$ cat config.mk
export PLATFORM = sky130hd
export DESIGN_NAME = mux4way_rr
export DESIGN_NICKNAME = d
export VERILOG_FILES = /design/src/rtl/mux4way_rr.sv
export SDC_FILE = /design/constraint.sdc
export NUM_CORES = 1
export LEC_CHECK = 0
export BUFFER_PORTS_ARGS = -buffer_cell sky130_fd_sc_hd__clkbuf_2
export CORE_MARGIN = 5
export CORE_UTILIZATION = 40
export DETAILED_ROUTE_END_ITERATION = 10
export PLACE_DENSITY_LB_ADDON = 0.08
export SLEW_MARGIN = 20
export SYNTH_ARGS = -nofsm -noshare
export SYNTH_HDL_FRONTEND = slang
export SYNTH_SLANG_ARGS = --single-unit
$ cat constraint.sdc
create_clock -name clk -period 2.6 [get_ports clk]
set_clock_uncertainty 0.15 [all_clocks]
set_input_delay 0.26 -clock clk [delete_from_list [all_inputs] [get_ports clk]]
set_output_delay 0.26 -clock clk [all_outputs]
set_load 0.05 [all_outputs]
$ cat src/rtl/mux4way_rr.sv
// mux4way_rr: four-channel valid/ready round-robin merge into one registered output slot
module mux4way_rr #(
  parameter int WIDTH = 8
) (
  input  logic             clk,
  input  logic             rst,
  input  logic [WIDTH-1:0] a0,
  input  logic [WIDTH-1:0] a1,
  input  logic [WIDTH-1:0] a2,
  input  logic [WIDTH-1:0] a3,
  input  logic             v0,
  input  logic             v1,
  input  logic             v2,
  input  logic             v3,
  output logic             r0,
  output logic             r1,
  output logic             r2,
  output logic             r3,
  output logic [WIDTH-1:0] y,
  output logic             y_valid,
  input  logic             y_ready,
  output logic             sel_1,
  output logic             sel_0
);
  logic [1:0] last, g, p1, p2, p3, sel;
  logic [3:0] v, r;
  logic gnt;
  logic [WIDTH-1:0] ag;
  always_comb begin
    v = {v3, v2, v1, v0};
    p1 = last + 2'd1;
    p2 = last + 2'd2;
    p3 = last + 2'd3;
    g = v[p1] ? p1 : v[p2] ? p2 : v[p3] ? p3 : last;
    gnt = !rst && (!y_valid || y_ready) && |v;
    r = gnt ? 4'b0001 << g : 4'b0000;
    ag = g == 2'd0 ? a0 : g == 2'd1 ? a1 : g == 2'd2 ? a2 : a3;
  end
  assign {r3, r2, r1, r0} = r;
  assign {sel_1, sel_0} = sel;
  always_ff @(posedge clk) begin
    if (rst) begin
      y_valid <= 1'b0;
      y <= '0;
      sel <= 2'd0;
      last <= 2'd3;
    end else if (gnt) begin
      y_valid <= 1'b1;
      y <= ag;
      sel <= g;
      last <= g;
    end else if (y_ready) begin
      y_valid <= 1'b0;
    end
  end
endmodule

Yosys cells after proc, flatten, opt, wreduce, memory -nomap -nowiden:

Cells that the tools add are included.

* logic and storage cells: 36
* register bits after elaboration: 13
* output and inout bits: 15
* bits of input ports: 39

* muxes and demuxes: 15
* order comparisons: 3
* equal/unequal tests: 2
* reductions and logical operators: 8
* shifts and indexed selects: 1
* $add $sub $neg: 3

Operators with widths (number)
* two-way mux 8 bit: 3
* < comparator 2 x 3 -> 1 bit, second input constant: 3
* binary-select mux 1 bit (select 2 bit): 3
* two-way mux 2 bit: 3
* two-way mux 1 bit: 5
* adder 2 bit, second input constant: 2
* two-way mux 4 bit: 1
* OR reduction 4 bit: 1
* << shifter 1 x 2 -> 4 bit, first input constant: 1
* adder 2 x 1 -> 2 bit, second input constant: 1
* equality test 2 x 1 -> 1 bit, second input constant: 1
* equality test 2 bit, second input constant: 1
* logical AND 1 bit: 2
* logical NOT 1 bit: 2
* logical NOT 2 bit: 1
* nonzero test 2 bit: 1
* logical OR 1 bit: 1

Depth between registers and ports, before layout:

Gate-level depths: netlist of the first run.

* depth in word-level cells: 10
* depth in mapped cells: 7
* mapped depth without buffers: 5

Worst setup path after synthesis of the first run:

No wires, ideal clock.

* path kind: reg2out
* start point: register y_valid
* end point: output port r2
* required time: 2.190 ns
* cell stages (with the launch flop): 5
* slack: 0.404 ns
* arrival: 1.786 ns
* path buffers: 1
* path through: dfxtp_1 -> nor2b_1 -> nor3_2 -> buf_2 -> nor2b_1

* longest elaborated chain between the ends: 5

RTL lines
* from (decl): line 20 `output logic y_valid,`
* from (signal assigned): line 43 `y_valid <= 1'b0;`
* from (signal assigned): line 48 `y_valid <= 1'b1;`
* from (signal assigned): line 53 `y_valid <= 1'b0;`
* logical NOT 1 bit: line 35 `gnt = !rst && (!y_valid || y_ready) && |v;`
* logical OR 1 bit: line 35
* logical AND 1 bit (2 in series): line 35
* two-way mux 4 bit: line 36 `r = gnt ? 4'b0001 << g : 4'b0000;`
* to (decl): line 17 `output logic r2,`

No other way between the ends.

Final worst setup path of the first run:

* start point: register last[0]
* end point: output port r0

* longest elaborated chain between the ends: 8
* elaborated cells between the ends (all ways): 14
* classes of those cells: 3 x add/sub; 1 x shift; 10 x mux

RTL lines
* from (decl): line 25 `logic [1:0] last, g, p1, p2, p3, sel;`
* from (signal assigned): line 51 `last <= g;`
* adder 2 bit: line 33 `p3 = last + 2'd3;`
* binary-select mux 1 bit (select 2 bit): line 34 `g = v[p1] ? p1 : v[p2] ? p2 : v[p3] ? p3 : last;`
* two-way mux 1 bit (implied by the code): line 34
* two-way mux 2 bit (2 in series): line 34
* two-way mux 2 bit (*): line 34
* << shifter 1 x 2 -> 4 bit (*): line 36
* two-way mux 4 bit (*): line 36
* to (decl): line 15 `output logic r0,`

Mark *: on every way between the ends. The rest lies on a longest branch, timed or not. The select of a mux whose other input is x is not followed.

==> summary.txt, run 1 <==
Logic synthesis
  • Synth Instances: about 110
  • Register area share after synthesis: between 20 and 30%
  • Synth Area per Inst: 8.06 µm²
  • Synthesized Nets: approximately 150
  • Cell area after synthesis: 878 µm²
  • Synth Warn #: 0
  • Post-synthesis sequential element count: 13
  • Distinct cells, synth: 30

Die
  • Die X: ~57 µm
  • IO Count: 54
  • Rows: 17
  • Initial Util: between 40% and 50%
  • Die area: 0.00323 mm²
  • Chip height: roughly 57 µm
  • CORE AREA: 0.00215 mm²

CTS
  • Clock-pin slew of the registers on the worst-case setup and hold paths: ~80 ps
  • CTS Buffer Depth: 2
  • Number of CTS-inserted buffers: 3
  • CTS tree: yes
  • Setup Buffers After CTS: 0
  • Post-CTS Hold Buffers: 0
  • H-Tree Depth: 1
  • Clock sinks: 13
  • CTS-repair resized insts: 0
  • CTS Root Cell: clkbuf_4
  • Clock insertion delay at the later pin of the skew report: between 200 and 300 ps

Detailed routing
  • Routed vias/inst: 5.26
  • Wirelength per Cell: between 10 and 15 µm
  • Initial drt markers: 24
  • DRT Wirelength: roughly 2.6 mm
  • Drt pass-1 iters: 4
  • DRC: 0
  • Final ANT Viol Nets: 0
  • Vias: roughly 1,000

Layout
  • Fill count: approximately 220
  • Util after Layout: a little under three fifths
  • Area grow syn2layout: 34.9%
  • Share of layout cells above drive strength 1: 43.2%
  • Nets: ~200
  • Commonest non-fill, non-tap cells in the layout: clkbuf_2 (52), dfxtp_1 (13), o21ai_0 (9), and3_1 (9), nand2_1 (9)
  • Most common cell after layout, fill and taps aside: clkbuf_2
  • # diodes: 0

Power
  • Leak: 0.562 nW
  • VDD IR-drop max: between 0.2 and 0.3 mV
  • Power per cell area: 571 mW/mm²

Critical path
  • Crit. End Element: primary output
  • Crit path required time: about 2200 ps
  • Worst-path fanout max: 9
  • RR Startpoint: last[0]
  • Startpoint types: flop
  • Arrival @ worst endpoint: 2000 ps
  • Worst R2R Path Depth: 5
  • Critical R2R Capture: y[1]
  • R2r setup slk: a little under 700 ps
  • WS Path Type: flop to primary output

Global routing
  • Pin count of the biggest net entering global routing: 13
  • Initial antenna violation count: 0
  • Global route overflow: 0
  • First-pass GRT wire length: between 4 and 5 mm
  • Vias in the first global route: 969
  • GRT Util Overall: around 17%

STA
  • Tmin final: 2410 ps
  • Setup TNS: 0 ps
  • Slew HR: roughly 59%
  • Fin crit share: 92.7%
  • RSZ-0062 raised after global routing: false
  • Setup ws final: 190 ps
  • Final hold slack: 113 ps
  • Final setup fails: 0
  • Worst-Margin Slew: 614 ps
  • Max Fclk: a little over 0.4 GHz
  • Fin. Hold Viols: 0
  • Count of final max-slew check failures: 0

Min path
  • Hold Crit Depth: 2
  • Min-delay worst type: input pin to flop
  • Hold Path End: sel[1]
  • Hold_sp: rst

Placement
  • Post-DP HPWL: approximately 2.1 mm
  • # port buffers: 53
  • Pre-CTS setup slack: 517 ps
  • Gpl congestion: around 0.8

Run status
  • Status: complete, no violations

Flow run
  • Maxcap violations: 0
kinds of logic after synthesis:
logic type	count (synthesis)	share of synthesized area, %
compound gates	37	30.2
flops	13	29.6
buf+inv	7	3.99
simple gates	52	36.2
layout make-up:
class                           instances  area [µm²]  area share [%]
Tap cell                               28        35.0            2.96
Inverter                                2        7.51           0.634
Sequential cell                        13         260            22.0
Multi-Input combinational cell         89         583            49.2
Timing Repair Buffer                   54         273            23.0
Clock buffer                            4        26.3            2.22
power by group:
| group | internal (mW) | switching [mW] | total [mW] |
|---|---|---|---|
| combinational | 0.100 | 0.204 | 0.304 |
| clock | 0.0595 | 0.0653 | 0.125 |
| sequential | 0.226 | 0.0214 | 0.247 |
| total | 0.385 | 0.291 | 0.676 |
cell usage after synthesis:
| library cell | number | area share, % |
|---|---|---|
| nor3_2 | 2 | 2.3 |
| or3b_1 | 1 | 1.0 |
| and3b_1 | 1 | 1.0 |
| nor2_1 | 6 | 2.6 |
| o221ai_1 | 8 | 8.0 |
| inv_1 | 2 | 0.86 |
| o21ai_1 | 8 | 4.6 |
| a211oi_1 | 1 | 0.86 |
| nor2_2 | 4 | 2.8 |
| o21ai_2 | 1 | 1.0 |
| buf_2 | 4 | 2.3 |
| o21ai_0 | 9 | 5.1 |
| a221o_1 | 1 | 1.1 |
| o21bai_1 | 1 | 0.86 |
| nor4_2 | 1 | 1.4 |
| buf_4 | 1 | 0.86 |
| o31a_1 | 1 | 1.0 |
| and3_1 | 9 | 6.4 |
| dfxtp_1 | 13 | 30 |
| nand3_1 | 8 | 4.6 |
| o21a_1 | 1 | 0.86 |
| nand2b_1 | 3 | 2.1 |
| a21oi_4 | 2 | 3.7 |
| nor2b_1 | 3 | 2.1 |
| nand2_1 | 9 | 3.8 |
| a21oi_1 | 2 | 1.1 |
| a22o_1 | 2 | 2.0 |
| nor3_1 | 2 | 1.1 |
| nor3b_2 | 1 | 1.4 |
| nor4b_2 | 2 | 3.4 |
registers in the layout, summed over array words and instances, names as in the netlist:
register  count
y_valid       1
last          2
y             8
sel           2
through the flow:
step / instance area (µm²) / power [mW] / instances
after floorplan: 878 / 0.469 / 109
after global placement: 1160 / 0.554 / 186
after detailed placement: 1160 / 0.557 / 186
after CTS: 1180 / 0.682 / 190
after global routing: 1180 / 0.722 / 190
final: 1180 / 0.676 / 190
worst max path at each step:
| stage | from | end | slack (ps) | cells after the start |
|---|---|---|---|---|
| floorplan | y_valid | r2 | 400 | 4 |
| global placement | v0 | r0 | 560 | 6 |
| detailed placement | last[0] | r0 | 520 | 7 |
| CTS | last[0] | r0 | 180 | 7 |
| global route | last[0] | r0 | 20 | 7 |
| finish | last[0] | r0 | 190 | 7 |
critical path: stages (launching register included):
cell and delay, ps:
dfxtp_1 400, nand2b_1 230, nor3b_2 170, buf_4 170
nor2_1 200, nand2_1 100, nor2_1 150, buf_2 280
routing by layer:
metal	wire length, µm	up-vias	track usage, %
met5	0	-	0
li1	-	518	-
met3	248	7	3.45
met2	1110	45	24.8
met1	1210	429	23.7
met4	51	0	7.95
Note: power is estimated with default switching activity, not from simulation.
==> run 2: changes to the inputs <==
CELL_PAD_IN_SITES_DETAIL_PLACEMENT = 1   (was default)
CELL_PAD_IN_SITES_GLOBAL_PLACEMENT = 1   (was default)
CORE_UTILIZATION = 31   (was 40)
HOLD_SLACK_MARGIN = 0.05   (was default)
PLACE_DENSITY_LB_ADDON = 0.1   (was 0.08)
==> summary.txt, run 2 (synthesis gave the netlist of run 1 again) <==
Critical path
  • Max incr delay on CP: ~450 ps
  • Arrival @ worst endpoint: just under 2000 ps
  • Worst Path Buf+Inv: 1
  • Worst-path fanout max: 12
  • Worst-path cell chain: nand2b_1 > a21oi_1 > a221o_1 > and3b_1 > clkbuf_2
  • Setup crit start: last[0]
  • Crit path required time: ~2200 ps
  • WS Path Type: flop to primary output
  • Slowest cell on the critical path: a221o_1
  • Crit. End Element: primary output
  • RR Startpoint: last[0]
  • Delay-heaviest family, CP: compound AO/OA/AOI/OAI gates
  • Startpoint types: flop

Layout
  • Max reg flops: 8
  • Share of layout cells above drive strength 1: between 40 and 50%
  • Most common cell after layout, fill and taps aside: clkbuf_2
  • Largest Register: y
  • Footprint of the multi-input gates: around 580 µm²
  • Commonest non-fill, non-tap cells in the layout: clkbuf_2 (53), dfxtp_1 (12), o21ai_0 (9), and3_1 (9), nand2_1 (9)
  • Register Area: around 260 µm²
  • Fill count: 364
  • Nets: 202
  • Area grow syn2layout: 35.5%
  • Biggest regs: y (8), last (2), sel (2)
  • # diodes: 0

CTS
  • Clock insertion delay at the later pin of the skew report: 270 ps
  • CTS Buffer Depth: 2
  • Setup Buffers After CTS: 0
  • H-Tree Depth: 1
  • Clock-pin slew of the registers on the worst-case setup and hold paths: roughly 80 ps
  • CTS tree: yes
  • CTS Root Cell: clkbuf_4
  • Number of CTS-inserted buffers: 3
  • Clock sinks: 13
  • Post-CTS Hold Buffers: 0

STA
  • Final hold slack: between 100 and 150 ps
  • Count of final max-slew check failures: 0
  • Setup TNS: 0 ps
  • Final setup fails: 0
  • Tmin final: about 2300 ps
  • RSZ-0062 raised after global routing: false
  • Max Fclk: roughly 0.43 GHz
  • Worst-Margin Slew: 615 ps
  • Fin. Hold Viols: 0
  • Slew HR: between 50% and 60%
  • Fin crit share: roughly 90%

Min path
  • Min-delay worst type: input pin to flop
  • Hold_sp: rst

Run status
  • Status: complete, no violations

Detailed routing
  • Initial drt markers: 12
  • Routed vias/inst: around 5.4
  • Vias: a little over 1k
  • DRT Wirelength: about 3 mm
  • Drt pass-1 iters: 4
  • DRC: 0
  • Final ANT Viol Nets: 0
  • Wirelength per Cell: approximately 15 µm

Power
  • VDD IR-drop max: 0.262 mV
  • Overall Power: 0.677 mW
  • Leak: 0.561 nW
  • Power per cell area: approximately 570 mW/mm²

Global routing
  • Vias in the first global route: roughly 1.1k
  • GRT Util Overall: between 10 and 15%
  • Initial antenna violation count: 0
  • Pin count of the biggest net entering global routing: 13
  • Global route overflow: 0
  • First-pass GRT wire length: 4.78 mm

Die
  • Die X: roughly 63 µm
  • Rows: 19
  • IO Count: 54
  • CORE AREA: around 0.0027 mm²
  • Chip height: between 60 and 70 µm
  • Die area: around 0.004 mm²
  • Initial Util: between 30% and 40%

Placement
  • Post-DP HPWL: roughly 2.5 mm
  • # port buffers: 53
  • Gpl congestion: between 0.7 and 0.8

Flow run
  • Maxcap violations: 0
run 2: layer usage:
layer / GRT usage [%] / share of wire [%] / vias up
met2: 24.2 / 48 / 31
met1: 18.4 / 44 / 485
met3: 4.09 / 7.5 / 2
met4: 5.45 / 0.93 / 0
li1: - / - / 521
met5: 0 / 0 / -
run 2: final timing paths:
path             end  slack (ps)  cells past startpoint
max               r3         250                      5
min          y_valid         110                      2
max reg2reg     y[2]         810                      5
min reg2reg     y[3]         300                      2
run 2: cell type report:
class / instances / area share [%]
inverters: 2 / 0.631
multi-input cells: 89 / 49.0
flip-flops and latches: 13 / 22.0
repair buffers: 54 / 22.9
clock buffers: 4 / 2.21
well taps: 31 / 3.26
run 2: where the power goes:
part / switching, mW / internal (mW) / total [mW]
registers: 0.0221 / 0.226 / 0.248
clock network: 0.0621 / 0.0593 / 0.121
logic: 0.208 / 0.100 / 0.308
total: 0.292 / 0.386 / 0.677
run 2: metrics by stage:
| stage | instance area [µm²] | utilization, % | setup WS, ps | instances |
|---|---|---|---|---|
| finish | 1190 | 43.5 | 252 | 193 |
| global route | 1190 | 43.5 | 135 | 193 |
| CTS | 1190 | 43.5 | 135 | 193 |
| detailed placement | 1160 | 42.5 | 457 | 189 |
| global placement | 1160 | 42.5 | 477 | 189 |
| floorplan | 878 | - | 404 | 109 |
run 2: repair_timing:
item | CTS | global route
endpoints found under the setup margin | 0 | 1
endpoints found under the hold margin | 0 | 0
gates resized for setup | 0 | 1
==> run 3: changes to the inputs <==
REMOVE_ABC_BUFFERS = 1   (was default)
==> summary.txt, run 3 (synthesis gave the netlist of run 1 again) <==
Placement
  • Gpl congestion: 0.862
  • Pre-CTS setup slack: just under 500 ps
  • Post-DP HPWL: 2.55 mm
  • # port buffers: 53

Power
  • Power per cell area: 571 mW/mm²
  • Leak: roughly 0.57 nW
  • Overall Power: ~0.68 mW
  • VDD IR-drop max: around 0.26 mV

STA
  • Fin. Hold Viols: 0
  • Final hold slack: between 100 and 150 ps
  • Tmin final: 2400 ps
  • Worst-Margin Slew: around 550 ps
  • Setup ws final: roughly 200 ps
  • Fin crit share: between 90 and 100%
  • Setup TNS: 0 ps
  • Count of final max-slew check failures: 0
  • Final setup fails: 0
  • RSZ-0062 raised after global routing: false
  • Slew HR: between 60% and 70%
  • Max Fclk: 0.417 GHz

CTS
  • CTS-repair resized insts: 0
  • H-Tree Depth: 1
  • Setup Buffers After CTS: 0
  • Clock sinks: 13
  • Number of CTS-inserted buffers: 3
  • CTS Root Cell: clkbuf_4
  • CTS Buffer Depth: 2
  • CTS tree: yes
  • Clock-pin slew of the registers on the worst-case setup and hold paths: ~80 ps
  • Clock insertion delay at the later pin of the skew report: ~270 ps
  • Post-CTS Hold Buffers: 0

Critical path
  • Worst Path Buf+Inv: 1
  • Crit. End Element: primary output
  • Slowest cell on the critical path: dfxtp_1
  • Max incr delay on CP: 520 ps
  • Worst-path cell chain: nand2b_1 > a21oi_1 > a221o_1 > and3b_1 > clkbuf_2
  • Arrival @ worst endpoint: slightly below 2000 ps
  • Worst-path fanout max: 12
  • Startpoint types: flop
  • Crit path required time: about 2200 ps
  • WS Path Type: flop to primary output
  • Delay-heaviest family, CP: flip-flops

Die
  • CORE AREA: approximately 0.0027 mm²
  • Chip height: roughly 63 µm
  • Die area: approximately 0.004 mm²
  • Die X: between 60 and 70 µm
  • Rows: 19
  • IO Count: between 50 and 60
  • Initial Util: between 30% and 40%

Global routing
  • Global route overflow: 0
  • Pin count of the biggest net entering global routing: 13
  • GR Util met2: roughly 25%
  • First-pass GRT wire length: between 5 and 6 mm
  • Initial antenna violation count: 0
  • Busiest grt layer: met2
  • Met1 Usage GRT: between 10% and 20%
  • GRT Util Overall: 15.6%
  • Vias in the first global route: 1,079
  • Met3 usage: roughly 3.2%

Layout
  • Commonest non-fill, non-tap cells in the layout: clkbuf_2 (53), dfxtp_1 (13), o21ai_0 (9), and3_1 (9), nand2_1 (9)
  • Most common cell after layout, fill and taps aside: clkbuf_2
  • Share of layout cells above drive strength 1: 43.6%
  • Largest Register: y
  • Max reg flops: 8
  • # diodes: 0
  • Nets: a little over 200
  • Area grow syn2layout: 36.2%
  • Biggest regs: y (8), last (2), sel (2)

Detailed routing
  • Final ANT Viol Nets: 0
  • Wirelength per Cell: approximately 16 µm
  • DRT Wirelength: slightly above 3 mm
  • Routed vias/inst: about 5.3
  • Initial drt markers: 31
  • Vias: approximately 1.0k
  • Drt pass-1 iters: 4
  • DRC: 0

Run status
  • Status: complete, no violations

Min path
  • Min-delay worst type: input pin to flop

Flow run
  • Maxcap violations: 0
-- run 3: area by class of cell --
cell class	instances	area [µm²]
fillers	367	1540
multi-input cells	89	583
repair buffers	55	280
flip-flops and latches	13	260
well taps	31	38.8
clock buffers	4	26.3
inverters	2	7.51
-- run 3: worst paths after layout --
kind | from | endpoint | slack (ps) | cells past startpoint
setup / recovery | last[0] | r3 | 200 | 5
hold / removal | rst | y_valid | 110 | 2
setup reg to reg | last[0] | y[3] | 740 | 5
hold reg to reg | y[2] | y[2] | 300 | 2
-- run 3: per-layer routing --
| metal | vias up | wire, µm |
|---|---|---|
| met5 | - | 0 |
| met4 | 0 | 57 |
| met3 | 4 | 218 |
| met2 | 35 | 1480 |
| met1 | 472 | 1350 |
| li1 | 522 | - |
-- run 3: power by group --
part           switching, mW  leakage [nW]  internal [mW]
registers             0.0221         0.108          0.226
clock network         0.0680        0.0150         0.0593
logic                  0.207         0.443          0.102
total                  0.297         0.567          0.386
-- run 3: worst reg2reg max path, cell delays in order (launching register included) --
cell      delay (ps)
dfxtp_1          520
nand2b_1         220
or3b_1           490
nand3_1          120
and3_1           180
o21ai_1           60
-- run 3: metrics by stage --
step,utilization (%),cell area [µm²],std cells
6_report,43.8,1200,194
5_1_grt,43.8,1200,194
4_1_cts,43.8,1200,194
3_5_place_dp,42.8,1170,190
3_3_place_gp,42.8,1170,190
2_1_floorplan,-,851,104
